$ cat src/rtl/fifo_rd_serializer_pkg.sv
// Shared definitions for the FIFO read serializer: state encoding and frame geometry.
package fifo_rd_serializer_pkg;

    // State encoding for the frame controller.
    typedef enum logic [2:0] {
        S_IDLE  = 3'd0,
        S_REQ   = 3'd1,
        S_CAP   = 3'd2,
        S_START = 3'd3,
        S_DATA  = 3'd4,
        S_STOP  = 3'd5
    } state_t;

    // Default FIFO word width.
    localparam int DATA_W_DEF = 5;

    // Bit periods per frame at the default width: start + data + stop.
    localparam int FRAME_BITS = DATA_W_DEF + 2;

endpackage

$ cat src/rtl/fifo_rd_serializer_bit_timer.sv
// Bit-period timer: counts 0..DIV-1 and flags the last cycle of each period.
module bit_timer #(
    parameter int DIV = 4
) (
    input  logic clock,
    input  logic rst,
    input  logic clear,
    output logic tick
);

    localparam logic [7:0] TC = 8'(DIV - 1);

    logic [7:0] cnt;

    assign tick = (cnt == TC);

    // Free-running period counter, restarted whenever the controller changes state.
    always_ff @(posedge clock) begin
        if (rst || clear) begin
            cnt <= 8'd0;
        end else if (tick) begin
            cnt <= 8'd0;
        end else begin
            cnt <= cnt + 8'd1;
        end
    end

endmodule

$ cat src/rtl/fifo_rd_serializer.sv
// Pops one word from a FIFO and sends it as a start/data/stop serial frame, LSB first.
//
// state | meaning
// IDLE  | waiting for enable with a non-empty FIFO
// REQ   | one-cycle FIFO read strobe
// CAP   | latch FIFO read data into the shift register
// START | start bit (tx=0) for DIV cycles
// DATA  | DATA_W data bits, DIV cycles each
// STOP  | stop bit (tx=1) for DIV cycles, then count the frame
module fifo_rd_serializer
    import fifo_rd_serializer_pkg::*;
#(
    parameter int DIV    = 4,
    parameter int DATA_W = DATA_W_DEF
) (
    input  logic              clock,
    input  logic              rst,
    input  logic              enable,
    input  logic              empty,
    output logic              ren,
    input  logic [DATA_W-1:0] fifo_dout,
    output logic              tx,
    output logic              busy,
    output logic [7:0]        frames_sent
);

    localparam int IDX_W = (DATA_W > 1) ? $clog2(DATA_W) : 1;
    localparam logic [IDX_W-1:0] LAST_IDX = IDX_W'(DATA_W - 1);

    state_t            state;
    state_t            state_nx;
    logic [DATA_W-1:0] shreg;
    logic [DATA_W-1:0] shreg_nx;
    logic [IDX_W-1:0]  idx;
    logic [IDX_W-1:0]  idx_nx;
    logic [7:0]        frames_nx;
    logic              tx_nx;
    logic              tick;
    logic              clear;

    bit_timer #(.DIV(DIV)) u_bit_timer (
        .clock (clock),
        .rst   (rst),
        .clear (clear),
        .tick  (tick)
    );

    // The read strobe is the only output decoded straight from state.
    assign ren = (state == S_REQ);

    // Next-state and datapath decode; tx and busy are precomputed from the next state
    // so their registers line up with the state they describe.
    always_comb begin
        state_nx  = state;
        shreg_nx  = shreg;
        idx_nx    = idx;
        frames_nx = frames_sent;
        case (state)
            S_IDLE: begin
                if (enable && !empty) state_nx = S_REQ;
            end
            S_REQ: begin
                state_nx = S_CAP;
            end
            S_CAP: begin
                shreg_nx = fifo_dout;
                state_nx = S_START;
            end
            S_START: begin
                if (tick) begin
                    state_nx = S_DATA;
                    idx_nx   = '0;
                end
            end
            S_DATA: begin
                if (tick) begin
                    if (idx == LAST_IDX) begin
                        state_nx = S_STOP;
                    end else begin
                        idx_nx   = idx + 1'b1;
                        shreg_nx = shreg >> 1;
                    end
                end
            end
            S_STOP: begin
                if (tick) begin
                    state_nx  = S_IDLE;
                    frames_nx = frames_sent + 8'd1;
                end
            end
            default: begin
                state_nx = S_IDLE;
            end
        endcase

        clear = (state_nx != state);

        case (state_nx)
            S_START: tx_nx = 1'b0;
            S_DATA:  tx_nx = shreg_nx[0];
            default: tx_nx = 1'b1;
        endcase
    end

    // State and output registers; reset abandons any frame in flight.
    always_ff @(posedge clock) begin
        if (rst) begin
            state       <= S_IDLE;
            shreg       <= '0;
            idx         <= '0;
            tx          <= 1'b1;
            busy        <= 1'b0;
            frames_sent <= 8'd0;
        end else begin
            state       <= state_nx;
            shreg       <= shreg_nx;
            idx         <= idx_nx;
            tx          <= tx_nx;
            busy        <= (state_nx != S_IDLE);
            frames_sent <= frames_nx;
        end
    end

endmodule

$ cat config.mk
export PLATFORM = sky130hd
export DESIGN_NAME = fifo_rd_serializer
export DESIGN_NICKNAME = d
export VERILOG_FILES = /design/src/rtl/fifo_rd_serializer_pkg.sv /design/src/rtl/fifo_rd_serializer_bit_timer.sv /design/src/rtl/fifo_rd_serializer.sv
export SDC_FILE = /design/constraint.sdc
export NUM_CORES = 1
export LEC_CHECK = 0
export CAP_MARGIN = 20
export CORE_MARGIN = 1.5
export CORE_UTILIZATION = 50
export DETAILED_ROUTE_END_ITERATION = 12
export DONT_BUFFER_PORTS = 1
export HOLD_SLACK_MARGIN = 0.1
export PLACE_DENSITY = 0.77
export SLEW_MARGIN = 20
export SYNTH_ARGS = -nofsm -noshare
export SYNTH_HDL_FRONTEND = slang
export SYNTH_SLANG_ARGS = --single-unit
$ cat constraint.sdc
create_clock -name clock -period 2.1 [get_ports clock]
set_clock_uncertainty 0.1 [all_clocks]
set_input_delay 0.42 -clock clock [delete_from_list [all_inputs] [get_ports clock]]
set_output_delay 0.42 -clock clock [all_outputs]
set_load 0.05 [all_outputs]
After elaboration in Yosys (flattened, before gate mapping)
Index checks and enable logic that the tools add are counted.
Widths: inputs -> output; s select.
- eq/ne operators: 13
- reduce and logical (&&, ||, !) cells: 11
- muxes and demuxes: 14
- add/subtract/negate cells: 3
- operator list (kind ; count):
    $mux 3 ; 8
    $pmux 3 s6 ; 1
    $add 8x1->8 const B ; 2
    $eq 3x3->1 const B ; 4
    $mux 5 ; 2
    $pmux 5 s2 ; 1
    $eq 3x2->1 const B ; 3
    $eq 8x2->1 const B ; 1
    $ne 2x2->1 const B ; 3
    $pmux 3 s2 ; 1
    $reduce_and 4->1 ; 1
    $reduce_bool 2->1 ; 2
    $add 3x1->3 const B ; 1
    $eq 3x1->1 const B ; 1
    $logic_not 3->1 ; 1
    $ne 3x3->1 ; 1
    $reduce_and 3->1 ; 1
    $reduce_bool 3->1 ; 1
    $pmux 1 s2 ; 1
    $reduce_and 2->1 ; 1
    $reduce_or 2->1 ; 1
    $logic_and 1x1->1 ; 1
    $logic_not 1->1 ; 1
    $logic_or 1x1->1 ; 1
- flip-flop bits (word level): 29
- bits of input ports: 9
- output and inout bits: 11
- word-level logic and storage cells: 49

Longest topological paths before layout
- word-level depth: 7
- mapped depth: 6
- mapped depth without buffers: 6

By module
From an unflattened synthesis, not the netlist that was laid out.
- cells, all modules: 158
- area, all modules: 1421.4 µm²
- modules (own cells, without submodules) (module ; area each (µm²) ; cells an instance ; times used ; seq. area each (µm²)):
    fifo_rd_serializer ; 1058.5 ; 120 ; 1 ; 420.4
    bit_timer ; 362.8 ; 38 ; 1 ; 160.2

Least setup slack after synthesis
No wires, ideal clock.
- path type: reg-to-reg
- from: register state[0]
- to: register u_bit_timer.cnt[2]
- period minus slack after synthesis: 2.520 ns
- data arrival time: 2.284 ns
- buffers on the path: 1
- slack: -0.420 ns
- required time: 1.864 ns
- stages on the path, launching flop included: 6
- setup time: 0.136 ns
- cells stage by stage: dfxtp_1 > clkbuf_1 > nor3b_1 > a211oi_1 > o211ai_1 > nor2_1
- elaborated cells between the ends (all ways): 15
- those cells by class: eq/ne: 6; mux: 6; reduce/logical: 3
- RTL lines (item ; RTL line ; text):
    from (decl) ; fifo_rd_serializer.sv:30 ; state_t state;
    from (signal assigned) ; fifo_rd_serializer.sv:115 ; state <= state_nx;
    $eq 3x1->1 ; -- ;
    net ren ; fifo_rd_serializer.sv:20 ; output logic ren,
    $pmux 3 s6 ; fifo_rd_serializer.sv:58 ; case (state)
    $ne 3x3->1 ; fifo_rd_serializer.sv:96 ; clear = (state_nx != state);
    $logic_or 1x1->1 ; fifo_rd_serializer_bit_timer.sv:19 ; if (rst || clear) begin
    $reduce_or 2->1 (no line) ; -- ;
    to (signal assigned) ; fifo_rd_serializer_bit_timer.sv:24 ; cnt <= cnt + 8'd1;
    to (decl) ; fifo_rd_serializer_bit_timer.sv:13 ; logic [7:0] cnt;
The timed path passes the listed nets, and every way through them passes these cells.
A chain may end at the register's enable or synchronous reset.

Final worst setup path
- from: register u_bit_timer.cnt[0]
- to: register tx
- longest elaborated chain between the ends: 5
- elaborated cells between the ends (all ways): 10
- those cells by class: eq/ne: 3; mux: 7
- ends and longest elaborated chain (item ; RTL line ; text):
    $eq 8x2->1 * ; fifo_rd_serializer_bit_timer.sv:15 ; assign tick = (cnt == TC);
    $mux 3 (on tied branches) ; fifo_rd_serializer.sv:86, fifo_rd_serializer.sv:70, fifo_rd_serializer.sv:76 ;
    $pmux 3 s6 ; fifo_rd_serializer.sv:58 ;
    $eq 3x3->1 or $eq 3x2->1 (tied branches) ; fifo_rd_serializer.sv:98 ; case (state_nx)
    $pmux 1 s2 * ; fifo_rd_serializer.sv:98 ;
    to (signal assigned) ; fifo_rd_serializer.sv:118 ; tx <= tx_nx;
    to (decl) ; fifo_rd_serializer.sv:22 ; output logic tx,
Every way passes the cells marked *; elsewhere a longest branch is shown, timed or not. The select of a mux whose other input is x is not followed.

==> results.cfg <==
[yosys]
synth_seq_cells = 29
synthTopCellsByArea = dfxtp_1, a21oi_1, nor2_1
ys_seq_area_share_pct = 41.5
synth.distinct_cells = 35
syn-mean-instance-area_um2 = 8.63
postSynth.asyncResetShare_pct = 0
synth_top_area_share_pct = 41.5
ys.flop_type = dfxtp_1
synth_edf_count = 0
ys_warn_count = 0
netlist_area_mm2 = 0.00140
yosysTopAreaCell = dfxtp_1
synth_nets = 175
synthCells = 162

[worst_setup_path]
slowest_delay_ps = 460
worstPathMaxFanout = 5
worstSetupStartpointType = flop
crit_arrival_ps = 2110
reg2reg_to = tx
path_cells = ha_1 > buf_4 > or3b_2 > o221ai_1 > and3_1 > a31oi_1
cp_slowest_cell = or3b_2
ff2ff_setup_slack_ps = 100
critPathLaunch = u_bit_timer.cnt[0]
path_class = flop to flop
critical_path_required_ps = 2210
r2r_cells = 6
cp-end-kind = flop
crit_buf_inv = 1
critPathTopFamily = simple AND/OR/NAND/NOR gates
cp_num_cells = 6
r2r_start = u_bit_timer.cnt[0]

[sta]
finalCritPeriodShare_pct = 95.2
rsz0062_at_grt = false
setup_slack_ps = 102
relSlewSlack_pct = 57.4
drv_slew = 0
clock.fmax_mhz = 500
hold_slack_ps = 48.9
final_hold_viol_count = 0
worst_pin_slew_ps = 636
fin_tns_setup_ps = 0
finalSetupViolCount = 0
min_period_ps = 2000

[cells_and_area]
antenna_cells = 0
drive_above_1_share_pct = 17.2
fin_cells = 210
fin_nets = 192
syn2layout_area_growth_pct = 15.4

[floorplanning]
die_area_mm2 = 0.00312
die_w_um = 55.9
coreArea_mm2 = 0.00257
ios = 20
num_rows = 18
dieHeight_um = 55.9
initial_core_util_pct = 54.5

[routing]
drc = 0
wl_per_cell_um = 13.9
via_per_inst = 6.00
drt_pass1_iterations = 4
route.final.wire_length_mm = 2.93
drtAntennaViolNets = 0
vias = 1261
drtIter0Drc = 85

[cts]
cts-root-buf = clkbuf_4
cts_buffer_depth = 2
htreeDepth = 2
cts.clk_slew.worst_paths_ps = 90
post_cts_buffers = 0
cts.sinks = 29
cts_tree = done
cts_buffers = 5
clk_latency_ps = 330

[place]
gp_congestion = 0.917
dp_hpwl_mm = 2.06
portBuffers = 0
pre_cts_slack_ps = 73.8
dp.cells = 202

[hold_path]
min-delay-start = rst
hold_end = shreg[4]
hold_depth = 1
min_path_type = input pin to flop

[grt]
grt_pass1_wl_mm = 5.20
antenna_found_initial = 0
grt_max_degree = 22
overflow = 0
grt_pass1_vias = 1230
grt_util_all_layers_pct = 21.3

[power_and_ir_drop]
peakVddDrop_mv = 0.569
power_density_mw_per_mm2 = 661
p_leak_nw = 0.616
p_total_mw = 1.07

[run_status]
status = completed

[job]
max-cap-violations = 0
==> kinds of logic after synthesis <==
group | Yosys count | synth area share (%)
AND/OR/NAND/NOR | 70 | 29.2
adder cells (fa/ha/maj) | 4 | 3.58
buffers and inverters | 11 | 2.95
multiplexers | 1 | 0.716
AO/OA/AOI/OAI | 38 | 16.4
flip-flops | 29 | 41.5
XOR/XNOR | 9 | 5.64
==> routing by layer <==
metal | share of wire (%) | track usage (%) | wire length, um | vias up
met5 | 0 | 0 | 0 | -
met4 | 1.8 | 7.14 | 52 | 0
met3 | 5.1 | 8.84 | 148 | 9
met2 | 51 | 37.4 | 1480 | 33
met1 | 42 | 23.0 | 1240 | 598
li1 | - | - | - | 621
==> what timing repair did <==
item / CTS / global route
resized for setup: 0 / 2
endpoints found under the setup margin: 0 / 9
endpoints found under the hold margin: 19 / 19
==> through the flow <==
step	instance area [um2]	utilization [%]
floorplan	1400	-
global placement	1540	59.8
detailed placement	1540	59.8
CTS	1610	62.5
global route	1610	62.9
finish	1610	62.9
==> state kept, by name, indices dropped and copies added, names as in the netlist <==
register and cells:
busy 1, frames_sent 8, idx 3, shreg 5, state 3, tx 1
u_bit_timer.cnt 8
==> how the worst max path moves through the flow <==
stage / endpoint / slack (ps)
6_report: tx / 100
5_1_grt: frames_sent[7] / 9
4_1_cts: idx[0] / 5
3_5_place_dp: idx[0] / 70
3_3_place_gp: idx[0] / 180
2_1_floorplan: u_bit_timer.cnt[2] / 110
==> report_power, final <==
part	internal, mW	switching [mW]	leakage [nW]
Clock	0.194	0.195	0.0413
Sequential	0.566	0.0242	0.235
Combinational	0.0372	0.0502	0.339
==> cell type report <==
type | instances | area, um2
fill | 227 | 953
multi-input combinational | 122 | 791
timing repair buffer | 15 | 113
clock buffer | 7 | 65.1
clock inverter | 1 | 5.00
inverter | 6 | 22.5
sequential | 29 | 581
tap | 30 | 37.5
==> cells in the mapped netlist (3+ instances only) <==
cell type	count
xnor2_1	3
a22oi_1	3
and3_1	5
or3_1	4
nand4_1	3
clkbuf_1	5
inv_1	6
a21oi_1	14
nor2b_1	3
nand3_1	9
or4_1	4
o21ai_0	10
nor3b_1	3
dfxtp_1	29
a31oi_1	4
ha_1	4
nand2_1	10
xor2_1	6
nor2_1	16
==> cells in the final DEF (no fill, tap or decap), types with 5 or more instances in the layout <==
cell,count
and3_1,5
a21oi_1,14
clkbuf_4,5
nor2_1,16
buf_4,15
dfxtp_1,29
xor2_1,6
o21ai_0,10
inv_1,6
nand3_1,9
nand2_1,9
(Power assumes the default switching activity.)
==> patch 1: new RTL, same flow settings <==
Register the output `tx` once more, cleared by the reset; this adds one clock of latency there. The other outputs are not delayed to match. Comments in the files are not updated.
--- a/src/rtl/fifo_rd_serializer.sv
+++ b/src/rtl/fifo_rd_serializer.sv
@@ -28,2 +28,4 @@
     localparam logic [IDX_W-1:0] LAST_IDX = IDX_W'(DATA_W - 1);
+
+    logic tx_s0;
 
@@ -110,3 +112,3 @@
             idx         <= '0;
-            tx          <= 1'b1;
+            tx_s0       <= 1'b1;
             busy        <= 1'b0;
@@ -117,3 +119,3 @@
             idx         <= idx_nx;
-            tx          <= tx_nx;
+            tx_s0       <= tx_nx;
             busy        <= (state_nx != S_IDLE);
@@ -123,2 +125,10 @@
 
+    always_ff @(posedge clock) begin
+        if (rst) begin
+            tx <= '0;
+        end else begin
+            tx <= tx_s0;
+        end
+    end
+
 endmodule
Check against the original RTL: not equivalent (a bounded check fails within 4 cycles, from zero or initial values and one cycle with rst high).
==> patch 1 against the original RTL <==
- sequential share of layout area rose by 0.62 points
- cell area up 1.7%
- routed wire length increased by 2.1%
- worst setup slack improved by 0.029 ns
- total power fell by 6.2%
- largest power group unchanged
- sequential cell count up 1
- synthesized area increased by 4.0%
==> patch 1: results (changes against the original RTL) <==
PART_OF_THE_YOSYS_AREA_USED_FOR_SEQUENTIAL_ELEMENTS_PCT=41.3  # -0.23 points
PLACE_WS_NS=0.0760  # +0.00217 ns
SHARE_OF_FINAL_LAYOUT_STANDARD_CELLS_STRONGER_THAN_DRIVE_STRENGTH_1_PCT=17.1  # -0.095 points
OUTCOME='completed'
DETAILED_PLACE.AREA_SQ_UM=1580  # +3.0%
REG2REG_SETUP_SLACK_NS=0.13  # +0.03 ns
STDCELL_COUNT=212  # +0.95%
DP.FINAL_HPWL_UM=2180  # +5.7%
CRITICAL_PATH.STARTPOINT='u_bit_timer.cnt[0]'
SYNTH_FP_NETS=178  # +1.7%
ROUTED_VIA_DENSITY=6.08  # +1.3%
TOTALWIRELENGTH_UM=2990  # +2.1%
NUMBER_OF_GLOBAL_ROUTE_VIAS_BEFORE_REPAIR=1235  # +0.41%
POSTSYNTHAREAPERCELL_SQ_UM=8.82  # +2.1%
SW_FRAC_OF_TOTAL_PCT=25.6  # +0.31 points
GR-USAGE-ALL-LAYERS_PCT=20.9  # -0.39 points
HOLDPATHSTAGES=2  # +1
WORST_HOLD_SLACK_NS=0.182  # +0.133 ns
DESIGN.FINAL.NETS=194  # +1.0%
SYNTH_COMMON_CELLS='sky130_fd_sc_hd__dfxtp_1 (30), sky130_fd_sc_hd__a21oi_1 (14), sky130_fd_sc_hd__nand2_1 (12)'
GPL.FINAL_WEIGHTED_CONGESTION=0.846  # -7.7%
R2R_END='tx_s0'
GRT_MAX_DEGREE=21  # -4.5%
FIRST_ITER_VIOLATIONS=106  # +25%
SYNTH.LIB_CELLS_USED.DISTINCT=41  # +17%
HOLD_PATH_END='state[1]'
DPL.CELL_COUNT=204  # +0.99%
GRT_FIRST_PASS_WIRELENGTH_UM=5240  # +0.81%
VDD_IR_DROP_MAX_mV=0.503  # -12%
-- patch 1: cell types whose count changed after synthesis, sizes merged, moves of 3 or more --
cell / before / now
o21ai: 10 / 7
nor2: 16 / 9
nor3: 1 / 8
buf: 0 / 3
a31oi: 4 / 1
-- patch 1: power groups by stage --
| stage | logic (uW) | clock network (uW) | registers [uW] |
|---|---|---|---|
| after floorplan | 67.8 | 0 | 618 |
| after global placement | 71.6 | 0 | 627 |
| after global routing | 92.2 | 335 | 617 |
| final | 81.3 | 304 | 615 |
| after CTS | 81.0 | 320 | 614 |
| after detailed placement | 73.7 | 0 | 628 |
-- patch 1: cell families (layout without fill, tap and decap cells) --
logic type	after synthesis	in the layout	share of synthesized area, %
xor+xnor	9	9	5.42
mux	1	1	0.688
fa+ha+maj	4	4	3.44
simple gates	75	75	31.0
buf+inv	11	27	3.09
flops	30	30	41.3
compound gates	35	35	15.0
-- patch 1: per-layer routing --
metal  global-route usage [%]  vias up  share of wire (%)
li1                         -      638                  -
met1                     24.7      614                 44
met2                     33.7       28                 48
met3                     6.80        9                5.0
met4                     11.0        0                2.4
met5                        0        -                  0
-- patch 1: worst max path at each step --
stage | end | slack [ns] | cells after the start
2_1_floorplan | idx[2] | 0.23 | 5
3_3_place_gp | idx[2] | 0.19 | 5
3_5_place_dp | idx[2] | 0.08 | 5
4_1_cts | idx[2] | 0.04 | 5
5_1_grt | tx_s0 | 0.02 | 6
6_report | tx_s0 | 0.13 | 6
-- patch 1: layout make-up --
cell class	instances	area, sq um
Clock buffer	7	45.0
Inverter	4	15.0
Sequential cell	30	601
Timing Repair Buffer	16	123
Tap cell	31	38.8
Fill cell	252	1120
Multi-Input combinational cell	124	820
==> patch 2: new RTL, same flow settings <==
Made on the original files. Change the package constant `DATA_W_DEF` from 5 to 4.
--- a/src/rtl/fifo_rd_serializer_pkg.sv
+++ b/src/rtl/fifo_rd_serializer_pkg.sv
@@ -14,3 +14,3 @@
     // Default FIFO word width.
-    localparam int DATA_W_DEF = 5;
+    localparam int DATA_W_DEF = 4;
 
Interface: changed (resized fifo_dout); port bits go from 20 to 19. The function was not compared with the original's and may differ.
==> patch 2 against the original RTL <==
- synthesized area down 7.6%
- maximum frequency up 1.1%
- critical path depth unchanged
- cell area down 12%
- total power down 20%
- routed wire length down 9.9%
- sequential cell count down 2
- worst setup slack better by 0.021 ns
- die area down 7.2%
- critical path type unchanged
- largest cell class unchanged
- highest routed layer unchanged
==> patch 2: results (changes against the original RTL) <==
GR-USAGE-ALL-LAYERS_PCT=20.1  # -1.1 points
INTERNAL_POWER_uW=633  # -20%
POWER.LEAKAGE_uW=0.000541  # -12%
CRITICAL_PATH.ENDPOINT='frames_sent[6]'
GRT_MAX_DEGREE=18  # -18%
OUTCOME='completed'
GRT_UTIL_MET1_PCT=20.9  # -2.1 points
ROUTE.MET3.WL_UM=81  # -45%
HOLDPATHSTAGES=2  # +1
PLACE_WS_NS=0.139  # +0.0648 ns
CTS.REPORTEDPATHS.CLKPINSLEW_NS=0.14  # +0.05 ns
SYNTH_FP_NETS=157  # -10%
YOSYS-TOP-CELLS-AREA='sky130_fd_sc_hd__dfxtp_1 (42%), sky130_fd_sc_hd__xor2_1 (5.4%), sky130_fd_sc_hd__nor2_1 (4.9%), sky130_fd_sc_hd__nand3_1 (4.3%), sky130_fd_sc_hd__a21oi_1 (3.9%)'
FINAL.FILL_COUNT=220  # -3.1%
POWER-PER-CELL-AREA_nW_PER_UM2=603  # -8.7%
SYNTH.LIB_CELLS_USED.DISTINCT=36  # +2.9%
TRITONCTS.NUM_BUFFERS=3  # -2
CRIT_PATH_MAX_FANOUT=12  # +7
FINAL-CLK-CELL-SHARE_PCT=1.85  # -2.5 points
INVERTERS_EXCL_CLOCK=2  # -4
WORSTHOLDSTART='fifo_dout[3]'
ROUTED_VIA_DENSITY=5.93  # -1.3%
SHARE_OF_FINAL_LAYOUT_STANDARD_CELLS_STRONGER_THAN_DRIVE_STRENGTH_1_PCT=13.0  # -4.2 points
CRITICAL_PATH.MAX_STAGE_DELAY_NS=0.41  # -0.05 ns
DESIGN.FINAL.NETS=166  # -14%
MULTI_INPUT_COMB_CELLS=110  # -9.8%
GPL.FINAL_WEIGHTED_CONGESTION=0.871  # -5.0%
ADDER_CELL_SHARE_OF_THE_SYNTHESIZED_AREA_PCT=2.90  # -0.67 points
FOOTPRINT_OF_THE_MULTI_INPUT_GATES_SQ_UM=722  # -8.7%
patch 2: cell count changes after synthesis, moves of 3 or more:
| cell | unedited run | this run |
|---|---|---|
| sky130_fd_sc_hd__a21oi_1 | 14 | 10 |
| sky130_fd_sc_hd__a31oi_1 | 4 | 1 |
| sky130_fd_sc_hd__or4_1 | 4 | 0 |
| sky130_fd_sc_hd__o21ai_0 | 10 | 7 |
| sky130_fd_sc_hd__inv_1 | 6 | 2 |
patch 2: worst reg2reg max path: cells and delay by family, from the launching register on:
kind / cells / cell delay [ns]
AND/OR/NAND/NOR: 3 / 0.80
buffers and inverters: 1 / 0.21
adder cells (fa/ha/maj): 1 / 0.24
AO/OA/AOI/OAI: 1 / 0.16
flip-flops: 1 / 0.41
patch 2: through the flow:
step / std cells / cell area [sq um]
final: 184 / 1420
after global routing: 184 / 1420
after CTS: 184 / 1410
after detailed placement: 179 / 1370
after global placement: 179 / 1370
after floorplan: 146 / 1300
